===== config.mk =====
export PLATFORM = sky130hd
export DESIGN_NAME = activation_loader_flat
export DESIGN_NICKNAME = d
export VERILOG_FILES = /design/src/rtl/activation_loader_pkg.sv /design/src/rtl/activation_loader_if.sv /design/src/rtl/activation_loader_rd_inflight_tracker.sv /design/src/rtl/activation_loader.sv /design/src/flat_wrapper.sv
export SDC_FILE = /design/constraint.sdc
export NUM_CORES = 1
export LEC_CHECK = 0
export BUFFER_PORTS_ARGS = -buffer_cell sky130_fd_sc_hd__buf_2
export CORE_MARGIN = 2
export CORE_UTILIZATION = 40
export DETAILED_ROUTE_END_ITERATION = 10
export GPL_TIMING_DRIVEN = 0
export PLACE_DENSITY = 0.64
export SLEW_MARGIN = 10
export SYNTH_ARGS = -nofsm -noshare
export SYNTH_HDL_FRONTEND = slang
export SYNTH_SLANG_ARGS = --single-unit

===== constraint.sdc =====
create_clock -name clk -period 4.65 [get_ports clk]
set_clock_uncertainty 0.05 [all_clocks]
set_input_delay 0 -clock clk [delete_from_list [all_inputs] [get_ports clk]]
set_output_delay 0 -clock clk [all_outputs]
set_load 0.02 [all_outputs]

===== src/rtl/activation_loader_pkg.sv =====
// Shared widths, FSM encoding and channel unpack helpers for the activation loader.
package activation_loader_pkg;
  localparam int DAT_WIDTH     = 8;
  localparam int NUM_CHANNEL   = 3;
  localparam int FF_DEPTH      = 8;
  localparam int FF_ADDR_WIDTH = 3;
  localparam int ADDR_WIDTH    = 12;
  localparam int POS_WIDTH     = 12;
  localparam int MEM_LATENCY   = 1;
  localparam int CNT_WIDTH     = FF_ADDR_WIDTH + 1;
  localparam int OUT_WIDTH     = $clog2(MEM_LATENCY + 2);
  localparam int WORD_WIDTH    = DAT_WIDTH * NUM_CHANNEL;

  typedef enum logic [1:0] {ST_IDLE, ST_RUN, ST_DRAIN, ST_DONE} state_e;

  function automatic logic [DAT_WIDTH-1:0] ch_slice(input logic [WORD_WIDTH-1:0] w, input int ch);
    return w[ch*DAT_WIDTH +: DAT_WIDTH];
  endfunction

  function automatic logic [CNT_WIDTH-1:0] max3(input logic [CNT_WIDTH-1:0] a, b, c);
    logic [CNT_WIDTH-1:0] m;
    m = (a > b) ? a : b;
    return (m > c) ? m : c;
  endfunction
endpackage


===== src/rtl/activation_loader_if.sv =====
// Loader-side bus: control, activation memory read port and input_buffer write side.
interface activation_loader_if;
  import activation_loader_pkg::*;
  logic                  i_start;
  logic [ADDR_WIDTH-1:0] i_base_addr;
  logic [POS_WIDTH-1:0]  i_num_pos;
  logic                  o_mem_rd_en;
  logic [ADDR_WIDTH-1:0] o_mem_addr;
  logic [WORD_WIDTH-1:0] i_mem_rd_data;
  logic [DAT_WIDTH-1:0]  o_data_ch0, o_data_ch1, o_data_ch2;
  logic                  o_data_ch0_val, o_data_ch1_val, o_data_ch2_val;
  logic [CNT_WIDTH-1:0]  i_data_counter_ch0, i_data_counter_ch1, i_data_counter_ch2;
  logic                  i_full;
  logic                  o_busy, o_done, o_overflow;

  modport master (
    input  i_start, i_base_addr, i_num_pos, i_mem_rd_data,
           i_data_counter_ch0, i_data_counter_ch1, i_data_counter_ch2, i_full,
    output o_mem_rd_en, o_mem_addr, o_data_ch0, o_data_ch1, o_data_ch2,
           o_data_ch0_val, o_data_ch1_val, o_data_ch2_val, o_busy, o_done, o_overflow
  );

  modport slave (
    output i_start, i_base_addr, i_num_pos, i_mem_rd_data,
           i_data_counter_ch0, i_data_counter_ch1, i_data_counter_ch2, i_full,
    input  o_mem_rd_en, o_mem_addr, o_data_ch0, o_data_ch1, o_data_ch2,
           o_data_ch0_val, o_data_ch1_val, o_data_ch2_val, o_busy, o_done, o_overflow
  );
endinterface


===== src/rtl/activation_loader_rd_inflight_tracker.sv =====
// Shift register of issued reads: popcount gives reads still invisible in the FIFO counters,
// tap MEM_LATENCY-1 marks the cycle the read data arrives.
module rd_inflight_tracker
  import activation_loader_pkg::*;
(
  input  logic                 clk,
  input  logic                 rst,
  input  logic                 i_rd_en,
  output logic [OUT_WIDTH-1:0] o_outstanding,
  output logic                 o_wr_val
);
  logic [MEM_LATENCY:0] vld_pipe_q, vld_pipe_d;
  logic [OUT_WIDTH-1:0] cnt;

  always_comb begin
    vld_pipe_d = {vld_pipe_q[MEM_LATENCY-1:0], i_rd_en};
    cnt = '0;
    for (int i = 0; i <= MEM_LATENCY; i++) cnt = cnt + OUT_WIDTH'(vld_pipe_q[i]);
  end

  assign o_outstanding = cnt;
  assign o_wr_val      = vld_pipe_q[MEM_LATENCY-1];

  always_ff @(posedge clk) begin
    if (rst) vld_pipe_q <= '0;
    else     vld_pipe_q <= vld_pipe_d;
  end
endmodule


===== src/rtl/activation_loader.sv =====
// Streams activation positions from memory into the three input_buffer FIFOs with
// credit-based issue so no FIFO ever overflows.
module activation_loader
  import activation_loader_pkg::*;
(
  input  logic                 clk,
  input  logic                 rst,
  activation_loader_if.master  bus
);
  state_e                state_q, state_d;
  logic [ADDR_WIDTH-1:0] base_q, base_d;
  logic [POS_WIDTH-1:0]  num_pos_q, num_pos_d;
  logic [POS_WIDTH-1:0]  idx_q, idx_d;
  logic [POS_WIDTH-1:0]  wr_cnt_q, wr_cnt_d;
  logic                  overflow_q, overflow_d;

  logic                  issue, wr_val, credit_ok;
  logic [OUT_WIDTH-1:0]  outstanding;
  logic [CNT_WIDTH-1:0]  max_cnt;

  rd_inflight_tracker u_trk (
    .clk           (clk),
    .rst           (rst),
    .i_rd_en       (issue),
    .o_outstanding (outstanding),
    .o_wr_val      (wr_val)
  );

  // Counters lag one cycle, so reads of the last MEM_LATENCY+1 cycles count as occupied slots.
  assign max_cnt   = max3(bus.i_data_counter_ch0, bus.i_data_counter_ch1, bus.i_data_counter_ch2);
  assign credit_ok = (16'(max_cnt) + 16'(outstanding)) <= 16'(FF_DEPTH - 1);
  assign issue     = (state_q == ST_RUN) && credit_ok && !rst;

  always_ff @(posedge clk) begin
    if (rst) begin
      state_q    <= ST_IDLE;
      base_q     <= '0;
      num_pos_q  <= '0;
      idx_q      <= '0;
      wr_cnt_q   <= '0;
      overflow_q <= 1'b0;
    end else begin
      state_q    <= state_d;
      base_q     <= base_d;
      num_pos_q  <= num_pos_d;
      idx_q      <= idx_d;
      wr_cnt_q   <= wr_cnt_d;
      overflow_q <= overflow_d;
    end
  end

  always_comb begin
    state_d    = state_q;
    base_d     = base_q;
    num_pos_d  = num_pos_q;
    idx_d      = idx_q;
    wr_cnt_d   = wr_val ? wr_cnt_q + POS_WIDTH'(1) : wr_cnt_q;
    overflow_d = overflow_q | (wr_val & bus.i_full);
    case (state_q)
      ST_IDLE: if (bus.i_start) begin
        base_d    = bus.i_base_addr;
        num_pos_d = bus.i_num_pos;
        idx_d     = '0;
        wr_cnt_d  = '0;
        state_d   = (bus.i_num_pos != '0) ? ST_RUN : ST_DONE;
      end
      ST_RUN: if (issue) begin
        idx_d = idx_q + POS_WIDTH'(1);
        if (idx_q == num_pos_q - POS_WIDTH'(1)) state_d = ST_DRAIN;
      end
      ST_DRAIN: if (wr_val && wr_cnt_q == num_pos_q - POS_WIDTH'(1)) state_d = ST_DONE;
      ST_DONE:  state_d = ST_IDLE;
      default:  state_d = ST_IDLE;
    endcase
  end

  always_comb begin
    bus.o_mem_rd_en    = issue;
    bus.o_mem_addr     = issue ? base_q + ADDR_WIDTH'(idx_q) : '0;
    bus.o_data_ch0_val = wr_val && !rst;
    bus.o_data_ch1_val = wr_val && !rst;
    bus.o_data_ch2_val = wr_val && !rst;
    bus.o_data_ch0     = (wr_val && !rst) ? ch_slice(bus.i_mem_rd_data, 0) : '0;
    bus.o_data_ch1     = (wr_val && !rst) ? ch_slice(bus.i_mem_rd_data, 1) : '0;
    bus.o_data_ch2     = (wr_val && !rst) ? ch_slice(bus.i_mem_rd_data, 2) : '0;
    bus.o_busy         = (state_q != ST_IDLE) && !rst;
    bus.o_done         = (state_q == ST_DONE) && !rst;
    bus.o_overflow     = overflow_q;
  end
endmodule


===== src/flat_wrapper.sv =====
// flat-port wrapper written by rule: the top's interface ports become plain ports
module activation_loader_flat import activation_loader_pkg::*;
  (clk, rst, bus_i_start, bus_i_base_addr, bus_i_num_pos, bus_i_mem_rd_data, bus_i_data_counter_ch0, bus_i_data_counter_ch1, bus_i_data_counter_ch2, bus_i_full, bus_o_mem_rd_en, bus_o_mem_addr, bus_o_data_ch0, bus_o_data_ch1, bus_o_data_ch2, bus_o_data_ch0_val, bus_o_data_ch1_val, bus_o_data_ch2_val, bus_o_busy, bus_o_done, bus_o_overflow);
  activation_loader_if bus_i ();
  input  logic clk;
  input  logic rst;
  input wire logic [$bits(bus_i.i_start)-1:0] bus_i_start;
  input wire logic [$bits(bus_i.i_base_addr)-1:0] bus_i_base_addr;
  input wire logic [$bits(bus_i.i_num_pos)-1:0] bus_i_num_pos;
  input wire logic [$bits(bus_i.i_mem_rd_data)-1:0] bus_i_mem_rd_data;
  input wire logic [$bits(bus_i.i_data_counter_ch0)-1:0] bus_i_data_counter_ch0;
  input wire logic [$bits(bus_i.i_data_counter_ch1)-1:0] bus_i_data_counter_ch1;
  input wire logic [$bits(bus_i.i_data_counter_ch2)-1:0] bus_i_data_counter_ch2;
  input wire logic [$bits(bus_i.i_full)-1:0] bus_i_full;
  output wire logic [$bits(bus_i.o_mem_rd_en)-1:0] bus_o_mem_rd_en;
  output wire logic [$bits(bus_i.o_mem_addr)-1:0] bus_o_mem_addr;
  output wire logic [$bits(bus_i.o_data_ch0)-1:0] bus_o_data_ch0;
  output wire logic [$bits(bus_i.o_data_ch1)-1:0] bus_o_data_ch1;
  output wire logic [$bits(bus_i.o_data_ch2)-1:0] bus_o_data_ch2;
  output wire logic [$bits(bus_i.o_data_ch0_val)-1:0] bus_o_data_ch0_val;
  output wire logic [$bits(bus_i.o_data_ch1_val)-1:0] bus_o_data_ch1_val;
  output wire logic [$bits(bus_i.o_data_ch2_val)-1:0] bus_o_data_ch2_val;
  output wire logic [$bits(bus_i.o_busy)-1:0] bus_o_busy;
  output wire logic [$bits(bus_i.o_done)-1:0] bus_o_done;
  output wire logic [$bits(bus_i.o_overflow)-1:0] bus_o_overflow;
  assign bus_i.i_start = bus_i_start;
  assign bus_i.i_base_addr = bus_i_base_addr;
  assign bus_i.i_num_pos = bus_i_num_pos;
  assign bus_i.i_mem_rd_data = bus_i_mem_rd_data;
  assign bus_i.i_data_counter_ch0 = bus_i_data_counter_ch0;
  assign bus_i.i_data_counter_ch1 = bus_i_data_counter_ch1;
  assign bus_i.i_data_counter_ch2 = bus_i_data_counter_ch2;
  assign bus_i.i_full = bus_i_full;
  assign bus_o_mem_rd_en = bus_i.o_mem_rd_en;
  assign bus_o_mem_addr = bus_i.o_mem_addr;
  assign bus_o_data_ch0 = bus_i.o_data_ch0;
  assign bus_o_data_ch1 = bus_i.o_data_ch1;
  assign bus_o_data_ch2 = bus_i.o_data_ch2;
  assign bus_o_data_ch0_val = bus_i.o_data_ch0_val;
  assign bus_o_data_ch1_val = bus_i.o_data_ch1_val;
  assign bus_o_data_ch2_val = bus_i.o_data_ch2_val;
  assign bus_o_busy = bus_i.o_busy;
  assign bus_o_done = bus_i.o_done;
  assign bus_o_overflow = bus_i.o_overflow;
  activation_loader u_core (.clk(clk), .rst(rst), .bus(bus_i));
endmodule

==> results of run 1 <==
==> per-layer routing <==
layer,share of wire,vias up,global-route usage
met4,0.022,0,0.0608
met5,0,-,0
met2,0.50,145,0.366
li1,-,2142,-
met1,0.44,1958,0.262
met3,0.045,25,0.0294
==> repair_timing <==
item | in CTS | in global routing
pin swaps | 0 | 5
buffers inserted | 0 | 4
setup endpoints to repair | 17 | 27
hold buffers | 25 | 0
endpoints found under the hold margin | 25 | 0
gates resized for setup | 2 | 10
==> where the power goes <==
group          internal [mW]  total (mW)  leakage, nW  switching, mW
Sequential             0.494       0.534        0.431         0.0407
Combinational          0.283       0.700         1.85          0.416
Clock                  0.121       0.286       0.0512          0.165
==> final cells by class <==
type / count / area, um2 / share of cell area
clock buffers: 6 / 82.6 / 0.0161
flip-flops and latches: 53 / 1060 / 0.206
inverters: 26 / 97.6 / 0.0190
plain buffers: 30 / 146 / 0.0285
repair buffers: 135 / 811 / 0.158
multi-input cells: 421 / 2770 / 0.538
clock inverters: 2 / 13.8 / 0.00268
well taps: 133 / 166 / 0.0324
==> cell families after synthesis <==
family,after synthesis,share of synthesized area
AOI/OAI and AO/OA,116,0.184
adders and majority gates,29,0.0936
DFF,53,0.263
muxes,8,0.0211
xor gates and xnor gates,49,0.106
and+or+nand+nor,219,0.273
buffers and inverters,56,0.0598
==> final timing paths <==
kind / startpoint / to / slack, ns / depth (start not counted)
worst min register to register: u_core.base_q[5]$_SDFFE_PP0P_ / u_core.base_q[5]$_SDFFE_PP0P_ / 0.42 / 2
worst min-delay path: rst / u_core.idx_q[10]$_SDFFE_PP0P_ / 0.11 / 4
worst max register to register: u_core.num_pos_q[0]$_SDFFE_PP0P_ / u_core.state_q[1]$_SDFFE_PP0P_ / 1.21 / 11
worst max-delay path: bus_i_data_counter_ch1[3] / bus_o_mem_addr[11] / 0.26 / 22
==> cells in the mapped netlist, types with 3 or more instances <==
library cell,number
nand2_1,72
dfxtp_1,53
nor2_1,43
a21oi_1,39
and3_1,32
xnor2_1,28
ha_1,27
inv_1,26
o21ai_0,25
xor2_1,21
clkbuf_1,19
a31oi_1,13
nand3_1,13
nor2b_1,10
nand4_1,9
nand2b_1,7
a311oi_1,6
and2_1,6
nor4_1,6
buf_2,4
mux2i_1,4
nor3_1,4
or3_1,4
a41oi_1,3
buf_4,3
mux2_2,3
nand3b_1,3
o211ai_1,3
o21bai_1,3
o22ai_1,3
==> registers in the layout, summed over array words and instances (netlist names) <==
| register | count |
|---|---|
| u_core.wr_cnt_q | 12 |
| u_core.base_q | 12 |
| u_core.u_trk.vld_pipe_q | 2 |
| u_core.idx_q | 12 |
| u_core.num_pos_q | 12 |
| u_core.bus.o_overflow | 1 |
| u_core.state_q | 2 |
==> metrics by stage <==
stage | instances | worst slack [ns] | power [mW] | hold slack, ns
floorplan | 530 | 0.465 | 1.03 | 0.0860
global placement | 769 | -0.254 | 1.18 | 0.179
detailed placement | 769 | -0.399 | 1.20 | 0.196
CTS | 802 | 0.0434 | 1.50 | 0.0880
global route | 806 | -0.0164 | 1.63 | 0.126
finish | 806 | 0.265 | 1.52 | 0.113
==> critical path, delay by kind of cell <==
family                     cells  cell delay [ns]
AOI/OAI and AO/OA              7             1.15
adders and majority gates      3             0.94
buffers and inverters          6             0.83
muxes                          1             0.39
and+or+nand+nor                5             1.03
==> impl_results.md, run 1 <==
- Run status: finished, final reports clean
- Crit-path slowest cell: or4_1
- Clk Tree Root Cell: clkbuf_8
- Type of the most critical hold path: in2reg
- Share of synthesized registers carrying an async set or reset: 0
- Headroom to the max-slew limit: 0.509
- Max Fclk: 228 MHz
- Clock buffers created by TritonCTS: 5
- Flip-flop and latch count after synthesis: 53
- Initial antenna violation count: 0
- Final-report hold violation count: 0
- Syn-to-layout area delta: 27.4%
- Routability congestion estimate: 0.846
- First DRT Iteration DRCs: 219
- Post-Synthesis Net Count: 623
- Clock period minus final worst setup slack: 4.39 ns
- Cells after Synth: 530
- Number of max-slew violations in the final report: 0
- Power per cell area: 296 nW/um2
- Deepest level of the CTS H-tree: 2
- Die area: 10900 um2
- Clock Latency Late Sink: 0.32 ns
- Number of buffers between clock root and the deepest sink: 2
- EDFF count, synth: 0
- Count of antenna-violating nets left after detailed routing: 0
- Number of failing setup endpoints in the final timing report: 0
- Sequential share of the synthesized area: 0.263
- Kind of end point of the critical path: output port
- X dimension of the die: 104 um
- # IOs: 107
- Clock tree from TritonCTS: built
- Gr usage total: 0.208
- Number of distinct library cell variants in the gate-level netlist after synthesis: 58
- Most frequent cells in the layout: buf_2, nand2_1, dfxtp_1
- First-pass GRT wire length: 19000 um
- Total DRC errors in the routed layout: 0
- Largest net degree at the start of global routing: 17
- Cell area after synthesis: 4040 um2
- Longest individual stage delay on the worst path: 0.42 ns
- Clock-pin transition on the worst setup and hold timing paths: 0.10 ns
- Port buffer count: 106
- Transition time at the pin with the least slew margin: 0.729 ns
- Die Ht: 104 um
- DPL Wire Length: 8630 um
- Leakage power: 2.34 nW
- Final design area excluding fillers: 5140 um2
- Arrival time at the worst endpoint: 4.34 ns
- Fraction of final layout cells sized beyond drive strength 1: 0.220
- Total clock sinks: 53
- Yosys warns: 0
- Biggest area contributors in the synthesized netlist: dfxtp_1, ha_1, nand2_1
- Number of nets in the layout: 765
- Startpoint types: input port
- Final design utilization: 0.526
- Synth area leader: dfxtp_1
- Worst vdd ir: 0.154 mV
- Primary flip-flop cell chosen by synthesis mapping: dfxtp_1
- Pre-antenna DRT Iters: 5
- Syn_area_per_cell: 7.62 um2
- Worst Path Class, Setup: in2out
- Post-synth top area share: 0.263
- Critical path, cell by cell: buf_2 -> inv_1 -> ha_1 -> nand4_1 -> o21ai_2 -> mux2_2 -> ha_1 -> nand2b_1 -> a21oi_2 -> o21ai_2 -> nor2_1 -> a21oi_2 -> fa_1 -> inv_1 -> o221ai_2 -> or4_1 -> o211ai_1 -> o21ai_2 -> buf_4 -> buf_2 -> nor2_1 -> buf_2
- Via Count: 4270
- Placement-stage cell area: 4740 um2
- Count of filler cells inserted in the layout: 928
- Number of diodes: 0
- Setup total negative slack: 0 ns
- Maximum fanout along the worst path: 10
- Max Cap Violations: 0
- Starting density of the core: 0.413
- Total overflow reported by the global router: 0
- Total routed wirelength: 11500 um
- Number of standard-cell rows in the floorplan: 36
- Vias in the first global route: 4028
- Required time of the critical path: 4.60 ns
- Core region area: 9770 um2
- Detail-routed via count per cell: 5.30
- Period utilization: 0.943
- Most common cell after layout, fill and taps aside: buf_2
- WL/cell: 14.3 um
Note: power is estimated with default switching activity, not from simulation.
==> inputs of run 2 (changes only) <==
--- a/constraint.sdc
+++ b/constraint.sdc
@@ -4,2 +4,2 @@
 set_output_delay 0 -clock clk [all_outputs]
-set_load 0.02 [all_outputs]
+set_load 0.05 [all_outputs]
==> run 2 against run 1 <==
Highest routed layer unchanged; sequential share of layout area decreased by 0.19 points; critical endpoint is now bus_o_mem_addr[2]; clock-buffer cell count unchanged; core utilization increased by 0.50 points; worst hold slack got worse by 0.00084 ns; sequential power about the same.
==> impl_results.md, run 2 (synthesis results as in run 1) <==
- Routability congestion estimate: 0.846
- Number of buffers between clock root and the deepest sink: 2
- Post-Layout Cell Count: 805
- Run status: finished, final reports clean
- Post-layout total power: 1.56 mW
- Setup slack after placement: -0.399 ns
- Placement-stage cell area: 4740 um2
- Total routed wirelength: 11600 um
- Total overflow reported by the global router: 0
- Max Fclk: 227 MHz
- Reg power frac: 0.342
- Clk Tree Root Cell: clkbuf_8
- Final design utilization: 0.531
- Transition time at the pin with the least slew margin: 0.787 ns
- Port buffer count: 106
- Number of nets in the layout: 764
- # IOs: 107
- Arrival time at the worst endpoint: 4.35 ns
- Gr usage total: 0.207
- Count of filler cells inserted in the layout: 923
- Number of standard-cell rows in the floorplan: 36
- Die area: 10900 um2
- First DRT Iteration DRCs: 209
- Via Count: 4250
- Type of the most critical hold path: in2reg
- Detail-routed via count per cell: 5.28
- Number of max-slew violations in the final report: 0
- Pre-antenna DRT Iters: 4
- Leakage power: 2.33 nW
- Power per cell area: 301 nW/um2
- Count of antenna-violating nets left after detailed routing: 0
- Syn-to-layout area delta: 28.6%
- Fraction of power consumed by combinational cells: 0.474
- Total net switching power: 664 uW
- Setup total negative slack: 0 ns
- DPL Wire Length: 8630 um
- Max Cap Violations: 0
- Starting density of the core: 0.413
- Number of failing setup endpoints in the final timing report: 0
- Worst vdd ir: 0.154 mV
- Maximum fanout along the worst path: 10
- Placed cell count: 769
- Required time of the critical path: 4.60 ns
- Core region area: 9770 um2
- Total DRC errors in the routed layout: 0
- Clock network power share: 0.184
- Final-report hold violation count: 0
- Clock period minus final worst setup slack: 4.40 ns
- Most common cell after layout, fill and taps aside: buf_2
- Kind of end point of the critical path: output port
- Clock tree from TritonCTS: built
- Initial antenna violation count: 0
- Vias in the first global route: 4021
- Final design area excluding fillers: 5190 um2
- Hold_ws: 0.112 ns
- Clock Latency Late Sink: 0.32 ns
- Startpoint types: input port
- Headroom to the max-slew limit: 0.470
- Fraction of final layout cells sized beyond drive strength 1: 0.223
- Number of diodes: 0
- Die Ht: 104 um
- Clock buffers created by TritonCTS: 5
- Period utilization: 0.947
- Clock-pin transition on the worst setup and hold timing paths: 0.10 ns
- Final critical-path setup slack: 0.246 ns
- Largest net degree at the start of global routing: 17
- Worst Path Class, Setup: in2out
- Total clock sinks: 53
- Deepest level of the CTS H-tree: 2
- X dimension of the die: 104 um
- Internal power: 900 uW
- WL/cell: 14.4 um
- First-pass GRT wire length: 18900 um
- Most frequent cells in the layout: buf_2, nand2_1, dfxtp_1
- Switching portion of total power: 0.425
## run 2: final cells by class
class                   count  area (um2)  area share
inverters                  26        97.6      0.0188
multi-input cells         421        2770       0.534
well taps                 133         166      0.0320
plain buffers              30         149      0.0287
clock buffers               6        82.6      0.0159
clock inverters             2        13.8     0.00265
repair buffers            134         850       0.164
flip-flops and latches     53        1060       0.204
## run 2: final timing paths
check | slack (ns) | start | cells after the start | to
worst max-delay path | 0.25 | bus_i_data_counter_ch1[2] | 23 | bus_o_mem_addr[2]
worst min-delay path | 0.11 | rst | 4 | u_core.idx_q[10]$_SDFFE_PP0P_
worst max register to register | 1.18 | u_core.num_pos_q[0]$_SDFFE_PP0P_ | 11 | u_core.state_q[1]$_SDFFE_PP0P_
worst min register to register | 0.42 | u_core.base_q[5]$_SDFFE_PP0P_ | 2 | u_core.base_q[5]$_SDFFE_PP0P_
## run 2: critical path, cell delays in order
cell,delay (ns)
buf_2,0.10
inv_1,0.04
ha_1,0.30
o21ai_1,0.17
a21oi_2,0.08
o21ai_2,0.20
mux2_2,0.37
ha_1,0.29
o21ai_1,0.18
a21oi_2,0.08
o21ai_2,0.20
nor2_1,0.07
a21oi_2,0.13
fa_1,0.18
inv_1,0.06
ha_1,0.19
or4_1,0.51
o211ai_1,0.23
o21ai_2,0.20
buf_4,0.21
clkbuf_4,0.20
nor2_1,0.12
clkbuf_4,0.23
## run 2: power by group through the flow
stage | registers (mW) | logic, mW | clock network, mW
detailed placement | 0.545 | 0.693 | 0
CTS | 0.534 | 0.715 | 0.292
global placement | 0.543 | 0.679 | 0
finish | 0.534 | 0.742 | 0.288
global route | 0.541 | 0.815 | 0.312
floorplan | 0.534 | 0.530 | 0
## run 2: layer usage
metal  vias up  global-route usage  wire (um)  share of wire
met5         -                   0          0              0
met4         0              0.0608        238          0.021
met3        23              0.0294        473          0.041
met2       123               0.366       5770           0.50
met1      1962               0.261       5110           0.44
li1       2142                   -          -              -
## run 2: what timing repair did
| item | 4_1_cts | 5_1_grt |
|---|---|---|
| pin swaps | 0 | 5 |
| endpoints found under the setup margin | 19 | 20 |
| hold buffers | 25 | 0 |
| resized for setup | 2 | 38 |
| hold endpoints to repair | 25 | 0 |
| buffers inserted | 0 | 3 |
